==> src/rtl/fw_wishbone_sram_arb_2x1.sv <==
// Two-initiator Wishbone arbiter in front of the single-port SRAM controller.
// Round-robin grant. The grant is held for the owner's whole bus cycle (cyc high),
// so locked sequences and AMO read-modify-writes stay indivisible at the controller.
// Address, data, selects, we and tgc pass through untouched. ack, err and read data
// go back only to the current owner.
//
// state | meaning
// IDLE  | no owner; arbitrate on t0_cyc / t1_cyc, nothing driven downstream
// OWN0  | initiator 0 owns the controller port until t0_cyc drops
// OWN1  | initiator 1 owns the controller port until t1_cyc drops
module fw_wishbone_sram_arb_2x1 #(
  parameter int ADR_WIDTH = 32,
  parameter int DAT_WIDTH = 32,
  parameter int TGC_WIDTH = 4
) (
  input  logic                   clock,
  input  logic                   reset,

  input  logic [ADR_WIDTH-1:0]   t0_adr,
  input  logic [DAT_WIDTH-1:0]   t0_dat_w,
  output logic [DAT_WIDTH-1:0]   t0_dat_r,
  input  logic                   t0_cyc,
  input  logic                   t0_stb,
  input  logic                   t0_we,
  input  logic [DAT_WIDTH/8-1:0] t0_sel,
  input  logic [TGC_WIDTH-1:0]   t0_tgc,
  output logic                   t0_ack,
  output logic                   t0_err,

  input  logic [ADR_WIDTH-1:0]   t1_adr,
  input  logic [DAT_WIDTH-1:0]   t1_dat_w,
  output logic [DAT_WIDTH-1:0]   t1_dat_r,
  input  logic                   t1_cyc,
  input  logic                   t1_stb,
  input  logic                   t1_we,
  input  logic [DAT_WIDTH/8-1:0] t1_sel,
  input  logic [TGC_WIDTH-1:0]   t1_tgc,
  output logic                   t1_ack,
  output logic                   t1_err,

  output logic [ADR_WIDTH-1:0]   i_adr,
  output logic [DAT_WIDTH-1:0]   i_dat_w,
  input  logic [DAT_WIDTH-1:0]   i_dat_r,
  output logic                   i_cyc,
  output logic                   i_stb,
  output logic                   i_we,
  output logic [DAT_WIDTH/8-1:0] i_sel,
  output logic [TGC_WIDTH-1:0]   i_tgc,
  input  logic                   i_ack,
  input  logic                   i_err
);

  typedef enum logic [1:0] {
    IDLE = 2'd0,
    OWN0 = 2'd1,
    OWN1 = 2'd2
  } state_t;

  state_t r_state;
  state_t w_state_nxt;
  // 0 = port 0 was granted last, 1 = port 1. Resets to 1 so port 0 wins the first tie.
  logic   r_last_grant;
  logic   w_last_grant_nxt;

  // State and last-grant registers; async reset forces IDLE, which zeroes every output.
  always_ff @(posedge clock or negedge reset) begin
    if (!reset) begin
      r_state      <= IDLE;
      r_last_grant <= 1'b1;
    end else begin
      r_state      <= w_state_nxt;
      r_last_grant <= w_last_grant_nxt;
    end
  end

  // Next-state: round-robin on a tie, hold until the owner drops cyc, always pass through IDLE.
  always_comb begin
    w_state_nxt      = r_state;
    w_last_grant_nxt = r_last_grant;
    case (r_state)
      IDLE: begin
        if (t0_cyc && (!t1_cyc || r_last_grant)) begin
          w_state_nxt      = OWN0;
          w_last_grant_nxt = 1'b0;
        end else if (t1_cyc) begin
          w_state_nxt      = OWN1;
          w_last_grant_nxt = 1'b1;
        end
      end
      OWN0: begin
        if (!t0_cyc) begin
          w_state_nxt = IDLE;
        end
      end
      OWN1: begin
        if (!t1_cyc) begin
          w_state_nxt = IDLE;
        end
      end
      default: begin
        w_state_nxt = IDLE;
      end
    endcase
  end

  // Output mux: owner's request straight to the controller, controller response only to the owner.
  // stb is qualified by cyc so a stray strobe, or the release cycle, never reaches the controller.
  always_comb begin
    i_cyc    = 1'b0;
    i_stb    = 1'b0;
    i_we     = 1'b0;
    i_adr    = '0;
    i_dat_w  = '0;
    i_sel    = '0;
    i_tgc    = '0;
    t0_ack   = 1'b0;
    t0_err   = 1'b0;
    t0_dat_r = '0;
    t1_ack   = 1'b0;
    t1_err   = 1'b0;
    t1_dat_r = '0;
    case (r_state)
      OWN0: begin
        i_cyc    = t0_cyc;
        i_stb    = t0_cyc & t0_stb;
        i_we     = t0_we;
        i_adr    = t0_adr;
        i_dat_w  = t0_dat_w;
        i_sel    = t0_sel;
        i_tgc    = t0_tgc;
        t0_ack   = i_ack;
        t0_err   = i_err;
        t0_dat_r = i_dat_r;
      end
      OWN1: begin
        i_cyc    = t1_cyc;
        i_stb    = t1_cyc & t1_stb;
        i_we     = t1_we;
        i_adr    = t1_adr;
        i_dat_w  = t1_dat_w;
        i_sel    = t1_sel;
        i_tgc    = t1_tgc;
        t1_ack   = i_ack;
        t1_err   = i_err;
        t1_dat_r = i_dat_r;
      end
      default: begin
      end
    endcase
  end

endmodule

==> config.mk <==
export PLATFORM = sky130hd
export DESIGN_NAME = fw_wishbone_sram_arb_2x1
export DESIGN_NICKNAME = d
export VERILOG_FILES = /design/src/rtl/fw_wishbone_sram_arb_2x1.sv
export SDC_FILE = /design/constraint.sdc
export NUM_CORES = 1
export LEC_CHECK = 0
export ABC_AREA = 1
export BUFFER_PORTS_ARGS = -buffer_cell sky130_fd_sc_hd__buf_2
export CORE_AREA = 3 3 128 130
export DETAILED_ROUTE_END_ITERATION = 6
export DIE_AREA = 0 0 131 133
export PLACE_DENSITY = 0.52
export SLEW_MARGIN = 40
export SYNTH_ARGS = -nofsm -noshare
export SYNTH_HDL_FRONTEND = slang
export SYNTH_SLANG_ARGS = --single-unit
==> constraint.sdc <==
create_clock -name clock -period 2.3 [get_ports clock]
set_input_delay 0.46 -clock clock [delete_from_list [all_inputs] [get_ports clock]]
set_output_delay 0.46 -clock clock [all_outputs]
set_load 0.05 [all_outputs]
==> results of run 1 <==
==> cells in the mapped netlist <==
cell,n,area (um2)
inv_1,74,278
nand3_2,1,10.0
a21oi_2,1,8.76
dfrtp_1,2,50.1
a21oi_1,74,370
buf_6,13,146
dfstp_2,1,26.3
buf_2,8,40.0
buf_4,8,60.1
clkbuf_1,2,7.51
ha_1,3,37.5
inv_2,1,3.75
buf_12,1,20.0
o21ai_0,1,5.00
nor2_1,3,11.3
nand2_1,226,848
nand3_1,3,15.0
==> metrics by stage <==
step / util [%] / power [mW]
after global placement: 24.5 / 5.74
after floorplan: - / 4.48
after CTS: 25.1 / 6.01
final: 26.1 / 6.19
after global routing: 26.1 / 6.58
after detailed placement: 24.5 / 5.70
==> timing repair <==
action	4_1_cts	5_1_grt
resized for setup	3	20
setup buffers	0	5
cloned	0	2
setup endpoints to repair	2	67
==> worst max-delay path: stages (launching register included) <==
cell and delay, ps:
dfrtp_1 410, inv_1 110, ha_1 300, inv_2 60, buf_4 170, a21oi_1 200
clkbuf_4 280
==> registers in the layout, indices dropped and copies added, names as in the netlist <==
| name | count |
|---|---|
| r_last_grant | 1 |
| r_state | 2 |
==> cell families after synthesis <==
kind of cell	Yosys count	synth area share, %
AOI/OAI and AO/OA	76	19.8
adders and majority gates	3	1.94
buffers and inverters	107	28.7
DFF	3	3.94
and+or+nand+nor	233	45.6
==> power groups by stage <==
stage | registers (mW) | clock network [mW] | logic, mW
after floorplan | 0.0968 | 0 | 4.38
after global placement | 0.107 | 0 | 5.63
after detailed placement | 0.108 | 0 | 5.59
after CTS | 0.108 | 0.284 | 5.62
after global routing | 0.110 | 0.289 | 6.18
final | 0.107 | 0.277 | 5.80
==> layout make-up <==
class                           instances  share of cell area [%]
Timing Repair Buffer                  343                    48.8
Inverter                               75                    7.08
Sequential cell                         3                    1.92
Clock buffer                            4                    1.98
Multi-Input combinational cell        312                    33.6
Tap cell                              211                    6.64
==> worst max-delay path by stage <==
stage / start / endpoint / cells past startpoint
final: r_state[0]$_DFFE_PN0P_ / i_adr[23] / 6
after global routing: r_state[0]$_DFFE_PN0P_ / i_adr[23] / 6
after CTS: r_state[1]$_DFFE_PN0P_ / i_dat_w[6] / 6
after detailed placement: r_state[1]$_DFFE_PN0P_ / i_dat_w[9] / 6
after global placement: r_state[1]$_DFFE_PN0P_ / i_dat_w[6] / 6
after floorplan: r_state[0]$_DFFE_PN0P_ / i_adr[29] / 6
==> metal layers <==
metal	share of wire, %	vias up	track usage [%]
met5	0	-	0
met4	0.70	0	1.26
met3	7.8	7	0.767
met2	52	176	19.9
met1	39	1531	10.7
li1	-	1872	-
==> flow_summary.yaml, run 1 <==
critical_path:
  worstSetupPathType: "reg2out"
  r2r_cells: 8
  reg2reg_to: "r_state[0]$_DFFE_PN0P_"
  required_ps: 1840
  worstPathArrival_ps: 1770
  rrSetupSlack_ps: 860
  reg2reg_from: "r_state[0]$_DFFE_PN0P_"
  cp-end-kind: "output port"
  cp-start-kind: "register"
  path_max_fanout: 9
timing:
  worstMarginPinSlew_ps: 283
  timing.final.ws_setup_ps: 71.5
  min_period_ps: 2230
  fin_crit_sh_pct: 96.9
  setup_viol: 0
  holdWs_ps: 24.9
  hold_viol: 0
  clock_skew_ps: 0.908
  setup_tns_ps: 0
  fmax_ghz: 0.449
  slew_headroom_pct: 81.2
  maxSlewViolCount: 0
die:
  core_area_um2: 15300
  die_x_um: 131
  ioPinCount: 329
  fp.dieArea_um2: 17400
  rows: 45
  initial_core_util_pct: 12.7
  die_y_um: 133
power_and_ir_drop:
  ir_drop_uv: 768
  combPwrFrac_pct: 93.8
  pwr-share-clk_pct: 4.5
  swShare_pct: 71.1
  p_switching_mw: 4.40
  leakagePower_nw: 2.71
  seqPwrFrac_pct: 1.7
  p_int_mw: 1.79
  power_density_nw_per_um2: 1560
placed_design:
  post_dp_cell_area_um2: 3740
  port-buffer-count: 328
  dp_slack_ps: 168
  dp_cells: 937
  hpwl_um: 8500
  globalplace.congestion: 0.799
layout:
  num_antenna_cells: 0
  final_common_cell: "buf_2"
  layout_common_cells: "buf_2, nand2_1, inv_1, a21oi_1, clkbuf_4"
  multi_input_comb_area_um2: 1340
  fin_nets: 927
  final_area_um2: 3980
  fill_cells: 1751
  finalNonFillerCells: 948
  regArea_um2: 76.3
  area_delta_synth_final_pct: 105
  drive_gt1_share_pct: 48.0
cts:
  cts_tree: "done"
  cts_max_level: 1
  clk_pin_slew_ps: 30
  hold_buffers: 0
  cts_num_sinks: 3
  cts_buffers: 3
  clockBufferDepth: 2
  clock_latency_ps: 220
  root_buffer: "clkbuf_16"
global_routing:
  grt_pass1_wl_um: 14200
  grt_pass1_vias: 3005
  grt_max_degree: 60
  grt-ovfl-total: 0
  antenna_found_initial: 0
  gr-usage-all-layers_pct: 9.71
synthesis:
  postSynthCellCount: 422
  yosys_register_bits: 3
  synth_cell_types: 17
  syn_area_per_cell_um2: 4.59
  synth_area_um2: 1940
  ys_warn_count: 0
  synth_nets: 611
  seq_area_frac_synth_pct: 3.94
routing:
  viasPerCell: 3.78
  wl_per_cell_um: 11.3
  routed-via-count: 3586
  postRouteAntennaNets: 0
  wirelength_um: 10800
  dr.pass1.iters: 4
  dr.first_iter.drc_count: 173
  drc: 0
run_status:
  status: "finished, final reports clean"
job:
  cap_violations: 0
hold_path:
  min_path_type: "in2async"
(Power assumes the default switching activity.)
==> run 2, diff against run 1 <==
==> constraint.sdc (replaced) <==
create_clock -name clock -period 2.7 [get_ports clock]
set_input_delay 0.54 -clock clock [delete_from_list [all_inputs] [get_ports clock]]
set_output_delay 0.54 -clock clock [all_outputs]
set_load 0.05 [all_outputs]
==> flow_summary.yaml, run 2 (synthesis results as in run 1) <==
run_status:
  status: "finished, final reports clean"
die:
  ioPinCount: 329
  fp.dieArea_um2: 17400
  core_area_um2: 15300
  die_y_um: 133
  rows: 45
  die_x_um: 131
  initial_core_util_pct: 12.7
layout:
  fill_cells: 1759
  layout_common_cells: "buf_2, nand2_1, a21oi_1, inv_1, buf_12"
  finalNonFillerCells: 939
  final_common_cell: "buf_2"
  largest_reg_flops: 2
  top_register: "r_state"
  top_regs: "r_state x2, r_last_grant x1"
  drive_gt1_share_pct: 47.3
  area_delta_synth_final_pct: 95.1
  final_area_um2: 3780
  num_antenna_cells: 0
  fin_nets: 918
  fin_util_pct: 24.8
routing:
  viasPerCell: 3.75
  dr.pass1.iters: 4
  drc: 0
  routed-via-count: 3519
  wirelength_um: 10500
  wl_per_cell_um: 11.2
  dr.first_iter.drc_count: 185
  postRouteAntennaNets: 0
cts:
  cts_num_sinks: 3
  root_buffer: "clkbuf_16"
  cts_tree: "done"
  clk_pin_slew_ps: 30
  cts_setup_buffers: 0
  cts_buffers: 3
  clock_latency_ps: 220
  hold_buffers: 0
  clockBufferDepth: 2
  cts_max_level: 1
  post_cts_resized: 0
timing:
  worstMarginPinSlew_ps: 283
  slew_headroom_pct: 81.1
  min_period_ps: 2330
  holdWs_ps: 104
  hold_viol: 0
  maxSlewViolCount: 0
  clock_skew_ps: 1.89
  setup_tns_ps: 0
  grt_setup_unrepaired: "no"
  fmax_ghz: 0.429
  fin_crit_sh_pct: 86.3
  setup_viol: 0
critical_path:
  path_max_fanout: 55
  cp-start-kind: "register"
  worstPathArrival_ps: 1790
  worstSetupPathType: "reg2out"
  r2r_cells: 8
  required_ps: 2160
  cp-end-kind: "output port"
power_and_ir_drop:
  power_density_nw_per_um2: 1320
  swShare_pct: 74.0
  leakagePower_nw: 2.65
  p_int_mw: 1.29
  pwr-share-clk_pct: 4.8
  combPwrFrac_pct: 93.4
  ir_drop_uv: 935
  p_switching_mw: 3.69
  seqPwrFrac_pct: 1.8
placed_design:
  post_dp_cell_area_um2: 3700
  dp_cells: 935
  port-buffer-count: 328
  hpwl_um: 8580
  globalplace.congestion: 0.776
global_routing:
  grt_pass1_vias: 3066
  antenna_found_initial: 0
  grt_pass1_wl_um: 14600
  gr-usage-all-layers_pct: 10.1
  grt_max_degree: 57
  grt-ovfl-total: 0
job:
  cap_violations: 0
hold_path:
  min_path_type: "in2async"
-- run 2: metal layers --
metal	vias to the layer above	GRT usage, %	share of wire, %
li1	1857	-	-
met1	1485	11.1	39
met2	171	20.6	53
met3	6	0.727	7.8
met4	0	1.60	0.54
met5	-	0	0
-- run 2: worst max-delay path, cell delays in order (launching register included) --
cell and delay [ps]:
dfrtp_1 410, inv_1 140, ha_4 180, buf_12 230, nand2_1 80, a21oi_1 190
buf_2 300
-- run 2: worst paths after layout --
kind	from	to	slack (ps)
worst max-delay path	r_state[0]$_DFFE_PN0P_	i_adr[18]	370
worst min-delay path	reset	r_state[1]$_DFFE_PN0P_	100
worst max register to register	r_state[0]$_DFFE_PN0P_	r_state[0]$_DFFE_PN0P_	1290
worst min register to register	r_last_grant$_DFFE_PN1P_	r_last_grant$_DFFE_PN1P_	540
max in group asynchronous	reset	r_last_grant$_DFFE_PN1P_	2400
min in group clock	r_last_grant$_DFFE_PN1P_	r_last_grant$_DFFE_PN1P_	540
-- run 2: through the flow --
stage                     setup slack, ps  total power, mW
final                                 371             4.98
after global routing                  266             5.30
after CTS                             385             5.02
after detailed placement              626             4.77
after global placement                633             4.78
after floorplan                       361             3.81
-- run 2: power groups by stage --
| stage | logic, mW | registers, mW | clock network [mW] |
|---|---|---|---|
| 4_1_cts | 4.69 | 0.0913 | 0.242 |
| 3_5_place_dp | 4.68 | 0.0918 | 0 |
| 2_1_floorplan | 3.73 | 0.0825 | 0 |
| 5_1_grt | 4.96 | 0.0936 | 0.245 |
| 3_3_place_gp | 4.69 | 0.0912 | 0 |
| 6_report | 4.65 | 0.0907 | 0.237 |
-- run 2: final cells by class --
| type | count | area [um2] | share of cell area (%) |
|---|---|---|---|
| Tap cell | 211 | 264 | 6.98 |
| Multi-Input combinational cell | 312 | 1330 | 35.2 |
| Timing Repair Buffer | 334 | 1750 | 46.3 |
| Clock buffer | 4 | 78.8 | 2.08 |
| Sequential cell | 3 | 76.3 | 2.02 |
| Inverter | 75 | 282 | 7.45 |
==> run 3, diff against run 2 <==
--- a/config.mk
+++ b/config.mk
@@ -7,10 +7,12 @@
 export LEC_CHECK = 0
 export ABC_AREA = 1
 export BUFFER_PORTS_ARGS = -buffer_cell sky130_fd_sc_hd__buf_2
-export CORE_AREA = 3 3 128 130
+export CELL_PAD_IN_SITES_DETAIL_PLACEMENT = 0
+export CELL_PAD_IN_SITES_GLOBAL_PLACEMENT = 1
+export CORE_AREA = 3 3 125 127
 export DETAILED_ROUTE_END_ITERATION = 6
-export DIE_AREA = 0 0 131 133
-export PLACE_DENSITY = 0.52
+export DIE_AREA = 0 0 128 130
+export PLACE_DENSITY = 0.86
 export SLEW_MARGIN = 40
 export SYNTH_ARGS = -nofsm -noshare
 export SYNTH_HDL_FRONTEND = slang
==> flow_summary.yaml, run 3 (synthesis results as in run 1) <==
run_status:
  status: "finished, final reports clean"
critical_path:
  slowest_delay_ps: 400
  worstPathCellList: "inv_1 -> ha_4 -> buf_4 -> nand2_1 -> a21oi_1 -> buf_2"
  crit_buf_inv: 3
  required_ps: 2160
  worstPathArrival_ps: 1870
  worstSetupPathType: "reg2out"
  cp_top_family: "buffers and inverters"
  cp-end-kind: "output port"
  path_max_fanout: 41
  critPathSlowestCell: "dfrtp_1"
  cp-start-kind: "register"
cts:
  cts_buffers: 3
  hold_buffers: 0
  root_buffer: "clkbuf_16"
  clock_latency_ps: 220
  clockBufferDepth: 2
  cts_setup_buffers: 0
  cts_max_level: 1
  cts_tree: "done"
  cts_num_sinks: 3
  post_cts_resized: 0
  clk_pin_slew_ps: 30
power_and_ir_drop:
  seqPwrFrac_pct: 1.8
  pwr-share-clk_pct: 4.7
  power_mw: 5.01
  leakagePower_nw: 2.65
  swShare_pct: 73.6
  p_switching_mw: 3.69
  combPwrFrac_pct: 93.5
  p_int_mw: 1.32
  ir_drop_uv: 611
  power_density_nw_per_um2: 1330
routing:
  top_layer: "met5"
  wirelength_um: 11000
  dr.first_iter.drc_count: 120
  postRouteAntennaNets: 0
  drt-met1-wl_um: 3940
  routed-via-count: 3619
  drc: 0
  viasPerCell: 3.96
  route.met2.wl_um: 5830
  dr.pass1.iters: 4
  wl_per_cell_um: 12.1
  wl_met3_um: 1070
layout:
  top_register: "r_state"
  top_regs: "r_state x2, r_last_grant x1"
  fin_nets: 919
  fill_cells: 1680
  layout_common_cells: "buf_2, nand2_1, a21oi_1, inv_1, buf_12"
  regArea_um2: 76.3
  largest_reg_flops: 2
  multi_input_comb_area_um2: 1330
  final_common_cell: "buf_2"
  area_delta_synth_final_pct: 93.9
  drive_gt1_share_pct: 47.3
  fin_util_pct: 25.9
die:
  die_y_um: 130
  fp.dieArea_um2: 16600
  core_area_um2: 14500
  rows: 44
  initial_core_util_pct: 13.3
  die_x_um: 128
  ioPinCount: 329
global_routing:
  grt_pass1_wl_um: 15200
  gr-usage-all-layers_pct: 11.4
  grt_pass1_vias: 3166
  grt_max_degree: 69
  antenna_found_initial: 4
  grt-ovfl-total: 0
timing:
  hold_viol: 0
  setup_tns_ps: 0
  fmax_ghz: 0.416
  grt_setup_unrepaired: "no"
  setup_viol: 0
  slew_headroom_pct: 71.2
  maxSlewViolCount: 0
  clock_skew_ps: 1.19
  min_period_ps: 2410
  fin_crit_sh_pct: 89.1
  worstMarginPinSlew_ps: 433
  timing.final.ws_setup_ps: 295
placed_design:
  hpwl_um: 9200
  dp_slack_ps: 513
  globalplace.congestion: 0.738
  port-buffer-count: 328
hold_path:
  min_path_type: "in2async"
job:
  cap_violations: 0
run 3: worst reg2reg max path: cells and delay by family, from the launching register on:
kind	cells	cell delay, ps
fa+ha+maj	1	250
buf+inv	3	440
simple gates	5	370
flops	1	410
run 3: area by class of cell:
cell class              count  area share [%]
clock buffers               4            2.10
flip-flops and latches      3            2.03
inverters                  75            7.49
repair buffers            335            46.8
diodes                      1          0.0666
multi-input cells         312            35.4
well taps                 184            6.13
run 3: stage by stage:
stage	cell area [um2]	instances	hold WS (ps)
finish	3760	914	110
global route	3760	914	115
CTS	3750	913	111
detailed placement	3680	909	344
global placement	3680	909	343
floorplan	1940	422	244
run 3: power by group through the flow:
stage | logic, mW | registers (mW) | clock network, mW
2_1_floorplan | 3.73 | 0.0825 | 0
3_3_place_gp | 4.76 | 0.0904 | 0
3_5_place_dp | 4.75 | 0.0913 | 0
4_1_cts | 4.76 | 0.0917 | 0.237
5_1_grt | 5.01 | 0.0945 | 0.242
6_report | 4.69 | 0.0913 | 0.234
run 3: worst paths after layout:
kind                                           from                       end  slack, ps  cells past startpoint
max                          r_state[0]$_DFFE_PN0P_               i_dat_w[23]        290                      6
min                                           reset    r_state[1]$_DFFE_PN0P_        110                      1
max reg2reg                  r_state[1]$_DFFE_PN0P_    r_state[1]$_DFFE_PN0P_       1170                      9
min reg2reg                r_last_grant$_DFFE_PN1P_  r_last_grant$_DFFE_PN1P_        530                      2
max in group asynchronous                     reset  r_last_grant$_DFFE_PN1P_       2390                      1
min in group clock         r_last_grant$_DFFE_PN1P_  r_last_grant$_DFFE_PN1P_        530                      2
run 3: layer usage:
layer  track usage (%)  vias to the layer above
li1                  -                     1859
met5                 0                        -
met2              22.6                      210
met4              3.62                        4
met3              2.17                       12
met1              12.0                     1534
